`config.mk`:
```
export PLATFORM = sky130hd
export DESIGN_NAME = s100_addr_pattern_gen
export DESIGN_NICKNAME = d
export VERILOG_FILES = /design/src/rtl/s100_test_pkg.sv /design/src/rtl/s100_addr_pattern_step.sv /design/src/rtl/s100_addr_pattern_gen.sv
export SDC_FILE = /design/constraint.sdc
export NUM_CORES = 1
export LEC_CHECK = 0
export CAP_MARGIN = 20
export CORE_MARGIN = 2
export CORE_UTILIZATION = 39
export CTS_BUF_LIST = sky130_fd_sc_hd__clkbuf_2 sky130_fd_sc_hd__clkbuf_4 sky130_fd_sc_hd__clkbuf_8
export DETAILED_ROUTE_END_ITERATION = 7
export RECOVER_POWER = 50
export SYNTH_ARGS = -nofsm -noshare
export SYNTH_HDL_FRONTEND = slang
export SYNTH_SLANG_ARGS = --single-unit
```
`constraint.sdc`:
```
create_clock -name clockIn -period 3.5 [get_ports clockIn]
set_input_delay 0.7 -clock clockIn [delete_from_list [all_inputs] [get_ports clockIn]]
set_output_delay 0.7 -clock clockIn [all_outputs]
set_load 0.01 [all_outputs]
```
`src/rtl/s100_test_pkg.sv`:
```
// Shared encodings for the S100 address-line exerciser: pattern modes and bus-cycle states.
package s100_test_pkg;

    localparam logic [1:0] MODE_COUNT = 2'd0;
    localparam logic [1:0] MODE_WALK1 = 2'd1;
    localparam logic [1:0] MODE_WALK0 = 2'd2;
    localparam logic [1:0] MODE_FIXED = 2'd3;

    typedef enum logic [1:0] {
        IDLE = 2'd0,
        T1   = 2'd1,
        T2   = 2'd2,
        T3   = 2'd3
    } bus_state_t;

endpackage

```
`src/rtl/s100_addr_pattern_step.sv`:
```
// Combinational pattern stepper: given mode, walking index and current address, yields the
// next address/index, the pass-wrap flag and the first element of the selected pattern.
module s100_addr_pattern_step
    import s100_test_pkg::*;
#(
    parameter int ADDR_W = 24,
    parameter int IDX_W  = 5
) (
    input  logic [1:0]        i_mode,
    input  logic [IDX_W-1:0]  i_index,
    input  logic [ADDR_W-1:0] i_addr,
    output logic [ADDR_W-1:0] o_nextAddr,
    output logic [IDX_W-1:0]  o_nextIndex,
    output logic              o_wrap,
    output logic [ADDR_W-1:0] o_firstAddr
);

    localparam logic [ADDR_W-1:0] ONE      = ADDR_W'(1);
    localparam logic [IDX_W-1:0]  LAST_IDX = IDX_W'(ADDR_W - 1);

    logic             w_lastIdx;
    logic [IDX_W-1:0] w_incIdx;

    always_comb begin
        w_lastIdx   = (i_index == LAST_IDX);
        w_incIdx    = w_lastIdx ? '0 : i_index + IDX_W'(1);
        o_nextAddr  = i_addr;
        o_nextIndex = i_index;
        o_wrap      = 1'b0;
        o_firstAddr = '0;
        case (i_mode)
            MODE_COUNT: begin
                o_nextAddr  = i_addr + ONE;
                o_nextIndex = '0;
                o_wrap      = &i_addr;
                o_firstAddr = '0;
            end
            MODE_WALK1: begin
                o_nextAddr  = ONE << w_incIdx;
                o_nextIndex = w_incIdx;
                o_wrap      = w_lastIdx;
                o_firstAddr = ONE;
            end
            MODE_WALK0: begin
                o_nextAddr  = ~(ONE << w_incIdx);
                o_nextIndex = w_incIdx;
                o_wrap      = w_lastIdx;
                o_firstAddr = ~ONE;
            end
            default: begin
                // Fixed mode re-captures its address on T1 entry; every cycle is a full pass.
                o_nextAddr  = i_addr;
                o_nextIndex = i_index;
                o_wrap      = 1'b1;
                o_firstAddr = i_addr;
            end
        endcase
    end

endmodule

```
`src/rtl/s100_addr_pattern_gen.sv`:
```
// S100 address-line exerciser: runs T1/T2/T3 bus cycles driving a programmable address pattern
// with pSYNC/pSTVAL/pDBIN/n_pWR strobes; all outputs registered.
module s100_addr_pattern_gen
    import s100_test_pkg::*;
#(
    parameter int ADDR_W      = 24,
    parameter int STATE_TICKS = 2,
    parameter int PASS_W      = 8
) (
    input  logic              clockIn,
    input  logic              reset,
    input  logic              run,
    input  logic              step,
    input  logic [1:0]        mode,
    input  logic              wr_cycle,
    input  logic [ADDR_W-1:0] fixed_addr,
    output logic [ADDR_W-1:0] addr,
    output logic              pSYNC,
    output logic              pSTVAL,
    output logic              pDBIN,
    output logic              n_pWR,
    output logic              add_oe,
    output logic              busy,
    output logic              cycle_done,
    output logic [PASS_W-1:0] pass_count
);

    localparam int TICK_W = (STATE_TICKS > 1) ? $clog2(STATE_TICKS) : 1;
    localparam int IDX_W  = (ADDR_W > 1) ? $clog2(ADDR_W) : 1;
    localparam logic [TICK_W-1:0] LAST_TICK = TICK_W'(STATE_TICKS - 1);

    bus_state_t        r_state;
    bus_state_t        w_nextState;
    logic [TICK_W-1:0] r_tick;
    logic [TICK_W-1:0] w_nextTick;
    logic [ADDR_W-1:0] r_addr;
    logic [IDX_W-1:0]  r_index;
    logic [1:0]        r_mode;
    logic              r_wr;
    logic [PASS_W-1:0] r_pass;
    logic              r_pSYNC;
    logic              r_pSTVAL;
    logic              r_pDBIN;
    logic              r_nPWR;
    logic              r_addOe;
    logic              r_busy;
    logic              r_cycleDone;

    logic              w_start;
    logic              w_tickLast;
    logic              w_t3Expire;
    logic              w_wrNext;
    logic              w_dataPhase;
    logic [1:0]        w_stepMode;
    logic [ADDR_W-1:0] w_stepAddr;
    logic [IDX_W-1:0]  w_stepIndex;
    logic              w_stepWrap;
    logic [ADDR_W-1:0] w_firstAddr;

    // In IDLE the stepper is asked for the first element of the incoming mode; in T3 it advances the latched mode.
    assign w_stepMode = (r_state == IDLE) ? mode : r_mode;

    s100_addr_pattern_step #(
        .ADDR_W (ADDR_W),
        .IDX_W  (IDX_W)
    ) u_step (
        .i_mode      (w_stepMode),
        .i_index     (r_index),
        .i_addr      (r_addr),
        .o_nextAddr  (w_stepAddr),
        .o_nextIndex (w_stepIndex),
        .o_wrap      (w_stepWrap),
        .o_firstAddr (w_firstAddr)
    );

    always_comb begin
        w_start     = run || step;
        w_tickLast  = (r_tick == LAST_TICK);
        w_t3Expire  = (r_state == T3) && w_tickLast;
        w_nextState = r_state;
        w_nextTick  = r_tick;
        case (r_state)
            IDLE: begin
                if (w_start) begin
                    w_nextState = T1;
                    w_nextTick  = '0;
                end
            end
            T1: begin
                if (w_tickLast) begin
                    w_nextState = T2;
                    w_nextTick  = '0;
                end else begin
                    w_nextTick = r_tick + TICK_W'(1);
                end
            end
            T2: begin
                if (w_tickLast) begin
                    w_nextState = T3;
                    w_nextTick  = '0;
                end else begin
                    w_nextTick = r_tick + TICK_W'(1);
                end
            end
            T3: begin
                if (w_tickLast) begin
                    w_nextState = run ? T1 : IDLE;
                    w_nextTick  = '0;
                end else begin
                    w_nextTick = r_tick + TICK_W'(1);
                end
            end
            default: begin
                w_nextState = IDLE;
                w_nextTick  = '0;
            end
        endcase
        w_wrNext    = (r_state == IDLE) ? wr_cycle : r_wr;
        w_dataPhase = (w_nextState == T2) || (w_nextState == T3);
    end

    always_ff @(posedge clockIn or posedge reset) begin
        if (reset) begin
            r_state     <= IDLE;
            r_tick      <= '0;
            r_addr      <= '0;
            r_index     <= '0;
            r_mode      <= MODE_COUNT;
            r_wr        <= 1'b0;
            r_pass      <= '0;
            r_pSYNC     <= 1'b0;
            r_pSTVAL    <= 1'b0;
            r_pDBIN     <= 1'b0;
            r_nPWR      <= 1'b1;
            r_addOe     <= 1'b0;
            r_busy      <= 1'b0;
            r_cycleDone <= 1'b0;
        end else begin
            r_state     <= w_nextState;
            r_tick      <= w_nextTick;
            r_cycleDone <= w_t3Expire;
            if ((r_state == IDLE) && w_start) begin
                r_mode <= mode;
                r_wr   <= wr_cycle;
                if (mode != r_mode) begin
                    r_index <= '0;
                end
                if (mode == MODE_FIXED) begin
                    r_addr <= fixed_addr;
                end else if (mode != r_mode) begin
                    r_addr <= w_firstAddr;
                end
            end else if (w_t3Expire) begin
                if (r_mode == MODE_FIXED) begin
                    if (run) begin
                        r_addr <= fixed_addr;
                    end
                end else begin
                    r_addr  <= w_stepAddr;
                    r_index <= w_stepIndex;
                end
                if (w_stepWrap) begin
                    r_pass <= r_pass + PASS_W'(1);
                end
            end
            // Strobes are registered from the next state so they line up exactly with the bus phase.
            r_pSYNC  <= (w_nextState == T1);
            r_pSTVAL <= (w_nextState == T2);
            r_pDBIN  <= w_dataPhase && !w_wrNext;
            r_nPWR   <= !(w_dataPhase && w_wrNext);
            r_addOe  <= (w_nextState != IDLE);
            r_busy   <= (w_nextState != IDLE);
        end
    end

    assign addr       = r_addr;
    assign pSYNC      = r_pSYNC;
    assign pSTVAL     = r_pSTVAL;
    assign pDBIN      = r_pDBIN;
    assign n_pWR      = r_nPWR;
    assign add_oe     = r_addOe;
    assign busy       = r_busy;
    assign cycle_done = r_cycleDone;
    assign pass_count = r_pass;

endmodule
```
# After elaboration in Yosys (flattened, before gate mapping)
# Index checks and enable logic that the tools add are counted.
[op_classes] addsub=4 eq_ne=18 shift=1 n_mux=26 bitwise=2 reduce_logical=20
[op_table] cell="24-bit 2-to-1 mux" count=6
[op_table] cell="24-bit case mux with 3 select lines" count=2
[op_table] cell="5-bit 2-to-1 mux" count=5
[op_table] cell="24-bit by 1-bit adder with 24-bit output, second input constant" count=1
[op_table] cell="24-bit NOT" count=1
[op_table] cell="24-bit AND reduction" count=1
[op_table] cell="1-bit by 5-bit << shifter with 24-bit output, first input constant" count=1
[op_table] cell="2-bit equality test, second input constant" count=7
[op_table] cell="2-bit 2-to-1 mux" count=5
[op_table] cell="5-bit case mux with 2 select lines" count=1
[op_table] cell="8-bit by 1-bit adder with 8-bit output, second input constant" count=1
[op_table] cell="2-bit case mux with 4 select lines" count=1
[op_table] cell="2-bit by 1-bit equality test with 1-bit output, second input constant" count=3
[op_table] cell="5-bit by 1-bit adder with 5-bit output, second input constant" count=1
[op_table] cell="5-bit equality test, second input constant" count=1
[op_table] cell="5-bit by 1-bit inequality test with 1-bit output, second input constant" count=1
[op_table] cell="5-bit AND reduction" count=1
[op_table] cell="5-bit nonzero test" count=1
[op_table] cell="1-bit logical AND" count=4
[op_table] cell="2-bit logical NOT" count=2
[op_table] cell="1-bit 2-to-1 mux" count=4
[op_table] cell="2-bit inequality test, second input constant" count=2
[op_table] cell="1-bit case mux with 2 select lines" count=2
[op_table] cell="4-bit AND reduction" count=1
[op_table] cell="other kinds (13)" count=16
[word_totals] register_bits=49 input_bits=31 out_inout_bits=39 elab_cells=84

# Depth between registers and ports, before layout
[logic_depth] depth_word=8 mapped_depth=13

# Cells and area by module
# A second synthesis with hierarchy kept.
[hier_totals] cells_unflattened=660 hier_area_um2=5112.4
[by_module_without_submodules] module="s100_addr_pattern_gen" n_inst=1 cells_per_inst=328 area_per_inst_um2=3159.3
[by_module_without_submodules] module="s100_addr_pattern_step" n_inst=1 cells_per_inst=332 area_per_inst_um2=1953.1

# Least setup slack after synthesis
# OpenSTA, ideal clock, no wires.
[synth_path] path_type="register to register" from="register r_state[1]" to="register r_pass[7], in the netlist pass_count[7]" setup_time_ns=0.079 arrival_ns=2.834 slack_ns=0.587 path_stages_with_launch=13 path_buffers=2 period_less_slack_ns=2.913 path_cell_list="dfrtp_1 -> buf_2 -> nor2_2 -> mux2i_1 -> inv_1 -> ha_1 -> clkbuf_1 -> clkinv_1 -> o31ai_1 -> a41o_1 -> nand3_1 -> nor2_1 -> xor2_1"
[synth_between] elab_chain_cells=6 word_cells_on_any_way=12 cone_classes="eq/ne (3); mux (2); bitwise (1); reduce/logical (6)"
[synth_lines] element="from (decl)" line_no="s100_addr_pattern_gen.sv:32" source="bus_state_t r_state;"
[synth_lines] element="from (signal assigned)" line_no="s100_addr_pattern_gen.sv:139" source="r_state <= w_nextState;"
[synth_lines] element="2-bit logical NOT" line_no="s100_addr_pattern_gen.sv:61, s100_addr_pattern_gen.sv:142"
[synth_lines] element="2-bit 2-to-1 mux" line_no="s100_addr_pattern_gen.sv:61" source="assign w_stepMode = (r_state == IDLE) ? mode : r_mode;"
[synth_lines] element="2-bit by 1-bit equality test with 1-bit output / 2-bit equality test (equally long branches)" line_no="s100_addr_pattern_step.sv:31" source="case (i_mode)"
[synth_lines] element="2-bit OR reduction (no source line)"
[synth_lines] element="1-bit case mux with 2 select lines" line_no="s100_addr_pattern_step.sv:31"
[synth_lines] element="3-bit AND reduction (no source line) (*)"
[synth_lines] element="to (signal assigned)" line_no="s100_addr_pattern_gen.sv:163" source="r_pass <= r_pass + PASS_W'(1);"
[synth_lines] element="to (decl)" line_no="s100_addr_pattern_gen.sv:40" source="logic [PASS_W-1:0] r_pass;"
# Every way passes the cells marked *; elsewhere a longest branch is shown, timed or not.
# A chain may end at the register's enable or synchronous reset.

# Worst setup path after layout
[layout_path] from="register r_state[1]" to="register r_addr[13], in the netlist addr[13]"
[layout_between] elab_chain_cells=7 word_cells_on_any_way=21 cone_classes="eq/ne (6); mux (8); reduce/logical (7)"
[layout_lines] element="2-bit logical NOT" line_no="s100_addr_pattern_gen.sv:61, s100_addr_pattern_gen.sv:142"
[layout_lines] element="2-bit 2-to-1 mux" line_no="s100_addr_pattern_gen.sv:61"
[layout_lines] element="2-bit equality test, or another cell as far along" line_no="s100_addr_pattern_step.sv:31"
[layout_lines] element="24-bit case mux with 3 select lines" line_no="s100_addr_pattern_step.sv:31"
[layout_lines] element="24-bit 2-to-1 mux (on tied branches)" line_no="s100_addr_pattern_gen.sv:154, s100_addr_pattern_gen.sv:150"
[layout_lines] element="24-bit 2-to-1 mux (on tied branches)" line_no="s100_addr_pattern_gen.sv:153, s100_addr_pattern_gen.sv:148"
[layout_lines] element="24-bit 2-to-1 mux" line_no="s100_addr_pattern_gen.sv:142" source="if ((r_state == IDLE) && w_start) begin"
[layout_lines] element="to (signal assigned)" line_no="s100_addr_pattern_gen.sv:151" source="r_addr <= w_firstAddr;"
[layout_lines] element="to (signal assigned)" line_no="s100_addr_pattern_gen.sv:156" source="r_addr <= fixed_addr;"
[layout_lines] element="to (signal assigned)" line_no="s100_addr_pattern_gen.sv:159" source="r_addr <= w_stepAddr;"
[layout_lines] element="to (decl)" line_no="s100_addr_pattern_gen.sv:36" source="logic [ADDR_W-1:0] r_addr;"
# Parallel ways exist; a longest one is shown, timed or not. The select of a mux whose other input is x is not followed.

==> results.py <==
metrics = {
    "grt": {
        "grt_first_pass_wirelength_um": 18400,
        "grt_max_degree": 50,
        "grt.overflow.total": 0,
        "grt_pass1_vias": 3510,
        "antenna_found_initial": 0,
        "grtUsageTotal_pct": 22.1,
    },
    "final_layout": {
        "final_layout_size_suffix_gt1_share_pct": 9.20,
        "multi_input_area_mm2": 0.00242,
        "layout_commonest_cell": "clkdlybuf4s50_1",
        "final-seq-area_mm2": 0.00123,
        "diodes": 0,
        "area_growth_syn_to_layout_pct": 24.4,
        "layout_common_cells": "60 x clkdlybuf4s50_1, 48 x nand2_1, 48 x dfrtp_1, 33 x a21oi_1, 31 x nor2_1",
        "fill_cells": 972,
        "layout.nets": 563,
    },
    "flow_run": {
        "cap_viol_max_count": 0,
    },
    "sta": {
        "period_needed_ps": 3000,
        "rsz0062_at_grt": "no",
        "period_share_pct": 85.7,
        "max_freq_mhz": 333,
        "max_slew.worst_pin.slew_ps": 1280,
        "setup_tns_ps": 0,
        "setup_slack_ps": 500,
        "setup_viol": 0,
        "slew_viol_final": 0,
        "hold_violations": 0,
        "slew_headroom_pct": 14.6,
        "final.setup_skew_ps": 20.8,
    },
    "synth": {
        "syn_avg_cell_area_um2": 8.34,
        "ys_ff_latch": 49,
        "synth_edf_count": 0,
        "syn_area_mm2": 0.00383,
        "ys_async_sr_fraction_pct": 100,
        "ys_types": 71,
        "synthFlopType": "dfrtp_1",
        "synthesis.nets": 502,
        "ys.warnings.count": 0,
        "yosysSeqAreaShare_pct": 32.0,
        "postSynthCellCount": 460,
    },
    "clocking": {
        "cts_resized": 0,
        "numCtsBuffers": 5,
        "root_buffer": "clkbuf_8",
        "clk_latency_ps": 320,
        "cts_sinks": 49,
        "cts_tree": "yes",
        "cts_buffer_depth": 2,
        "ctsHoldBuffers": 0,
        "post_cts_buffers": 0,
        "htreeDepth": 2,
        "clk_pin_slew_ps": 110,
    },
    "hold_path": {
        "worst_hold_startpoint": "r_wr",
        "hp-class": "reg -> reg",
        "min_path_cells": 1,
        "hold_end": "n_pWR",
    },
    "floorplan": {
        "core-area_mm2": 0.00964,
        "die_h_um": 103,
        "rows": 36,
        "dieArea_mm2": 0.0106,
        "start_util_pct": 39.8,
        "die_x_um": 103,
        "io_pins": 70,
    },
    "placement": {
        "io_buffer_count": 69,
        "dp_slack_ps": 197,
        "hpwl_um": 8330,
        "gp_routability_congestion": 0.903,
    },
    "detailed_routing": {
        "drt-initial-drc-count": 251,
        "vias": 3772,
        "drt.antenna.violating_nets": 0,
        "dr.pass1.iters": 5,
        "drc_errors": 0,
        "wl_per_cell_um": 17.5,
        "wl_um": 11400,
        "viasPerCell": 5.76,
    },
    "worst_setup_path": {
        "reg2reg_depth": 10,
        "cp_data_required_time_ps": 3760,
        "cp-end-kind": "register",
        "cp-start-kind": "register",
        "crit_slowest_cell": "o211ai_1",
        "arrival_ps": 3260,
        "max_stage_delay_ps": 480,
        "path_class": "reg -> reg",
        "crit_fanout": 12,
        "rrSetupSlack_ps": 500,
        "reg2reg_to": "addr[13]",
        "worstReg2RegStart": "r_state[1]",
        "cp_cell_sequence": "nor2_2 > mux2i_1 > inv_1 > ha_1 > buf_4 > nand2_1 > o211ai_1 > a311oi_1 > or3_1 > nand3_1",
    },
    "power": {
        "power_density_mw_per_mm2": 952,
        "power.leakage_nw": 1.92,
        "ir_drop_mv": 0.394,
    },
    "outcome": {
        "status": "finished, final reports clean",
    },
}
registers in the layout, indices dropped and copies added, names as in the netlist, 2 cells and up:
signal / cells
r_index: 5
r_state: 2
r_mode: 2
pass_count: 8
addr: 24
cells by family after synthesis:
family	Yosys count	synth area share (%)
DFF	49	32.0
AOI/OAI and AO/OA	139	25.2
xor gates and xnor gates	26	5.94
buffers and inverters	44	5.02
adders and majority gates	11	3.59
and+or+nand+nor	173	23.3
muxes	18	4.93
where the power goes:
group / leakage [nW] / switching, W / internal, W
clock: 0.0447 / 0.000220 / 0.000145
combinational: 1.28 / 0.00173 / 0.00134
sequential: 0.593 / 0.000299 / 0.000802
Yosys cell counts (12+ instances only):
cell      number  share of area (%)
nor2_1        32                3.1
dfrtp_1       48                 31
a31oi_1       14                2.3
xor2_1        12                2.7
nand3_1       28                3.7
xnor2_1       14                3.2
o21ai_0       19                2.5
inv_1         12                1.2
clkbuf_1      16                1.6
a21oi_1       33                4.3
buf_2         13                1.7
nand2_1       48                4.7
a211oi_1      12                2.3
critical path, delay by kind of cell, from the launching register on:
kind | cells | cell delay (ps)
flip-flops | 1 | 460
multiplexers | 1 | 280
AO/OA/AOI/OAI | 2 | 640
buffers and inverters | 2 | 330
adder cells (fa/ha/maj) | 1 | 430
AND/OR/NAND/NOR | 4 | 830
layer usage:
| metal | track usage [%] | vias to the layer above | part of all wire [%] | wire [µm] |
|---|---|---|---|---|
| li1 | - | 1816 | - | - |
| met1 | 31.9 | 1797 | 46 | 5310 |
| met2 | 35.1 | 144 | 46 | 5240 |
| met3 | 2.58 | 15 | 5.9 | 677 |
| met4 | 5.77 | 0 | 1.9 | 216 |
| met5 | 0 | - | 0 | 0 |
stage by stage:
step	std cells	hold slack (ps)	total power [W]	util, %	area, µm²
4_1_cts	654	432	0.00455	49.5	4770
2_1_floorplan	460	387	0.00304	-	3830
5_1_grt	655	475	0.00493	49.5	4770
6_report	655	421	0.00454	49.5	4770
3_5_place_dp	646	419	0.00417	48.5	4680
3_3_place_gp	646	406	0.00413	48.5	4680
how the worst max path moves through the flow:
stage                from            end  slack (ps)  cells past startpoint
3_5_place_dp      mode[1]       addr[13]         200                     10
3_3_place_gp      mode[0]       addr[13]         270                     10
2_1_floorplan  r_state[1]  pass_count[7]         590                     12
4_1_cts        r_state[1]       addr[13]         520                     10
6_report       r_state[1]       addr[13]         500                     10
5_1_grt             reset     r_index[2]         210                      3
layout make-up:
class / instances / share of cell area [%]
multi-input combinational: 367 / 50.7
tap: 133 / 3.49
sequential: 49 / 25.7
inverter: 13 / 1.02
timing repair buffer: 85 / 17.1
clock inverter: 3 / 0.525
clock buffer: 5 / 1.44
(Power assumes the default switching activity.)
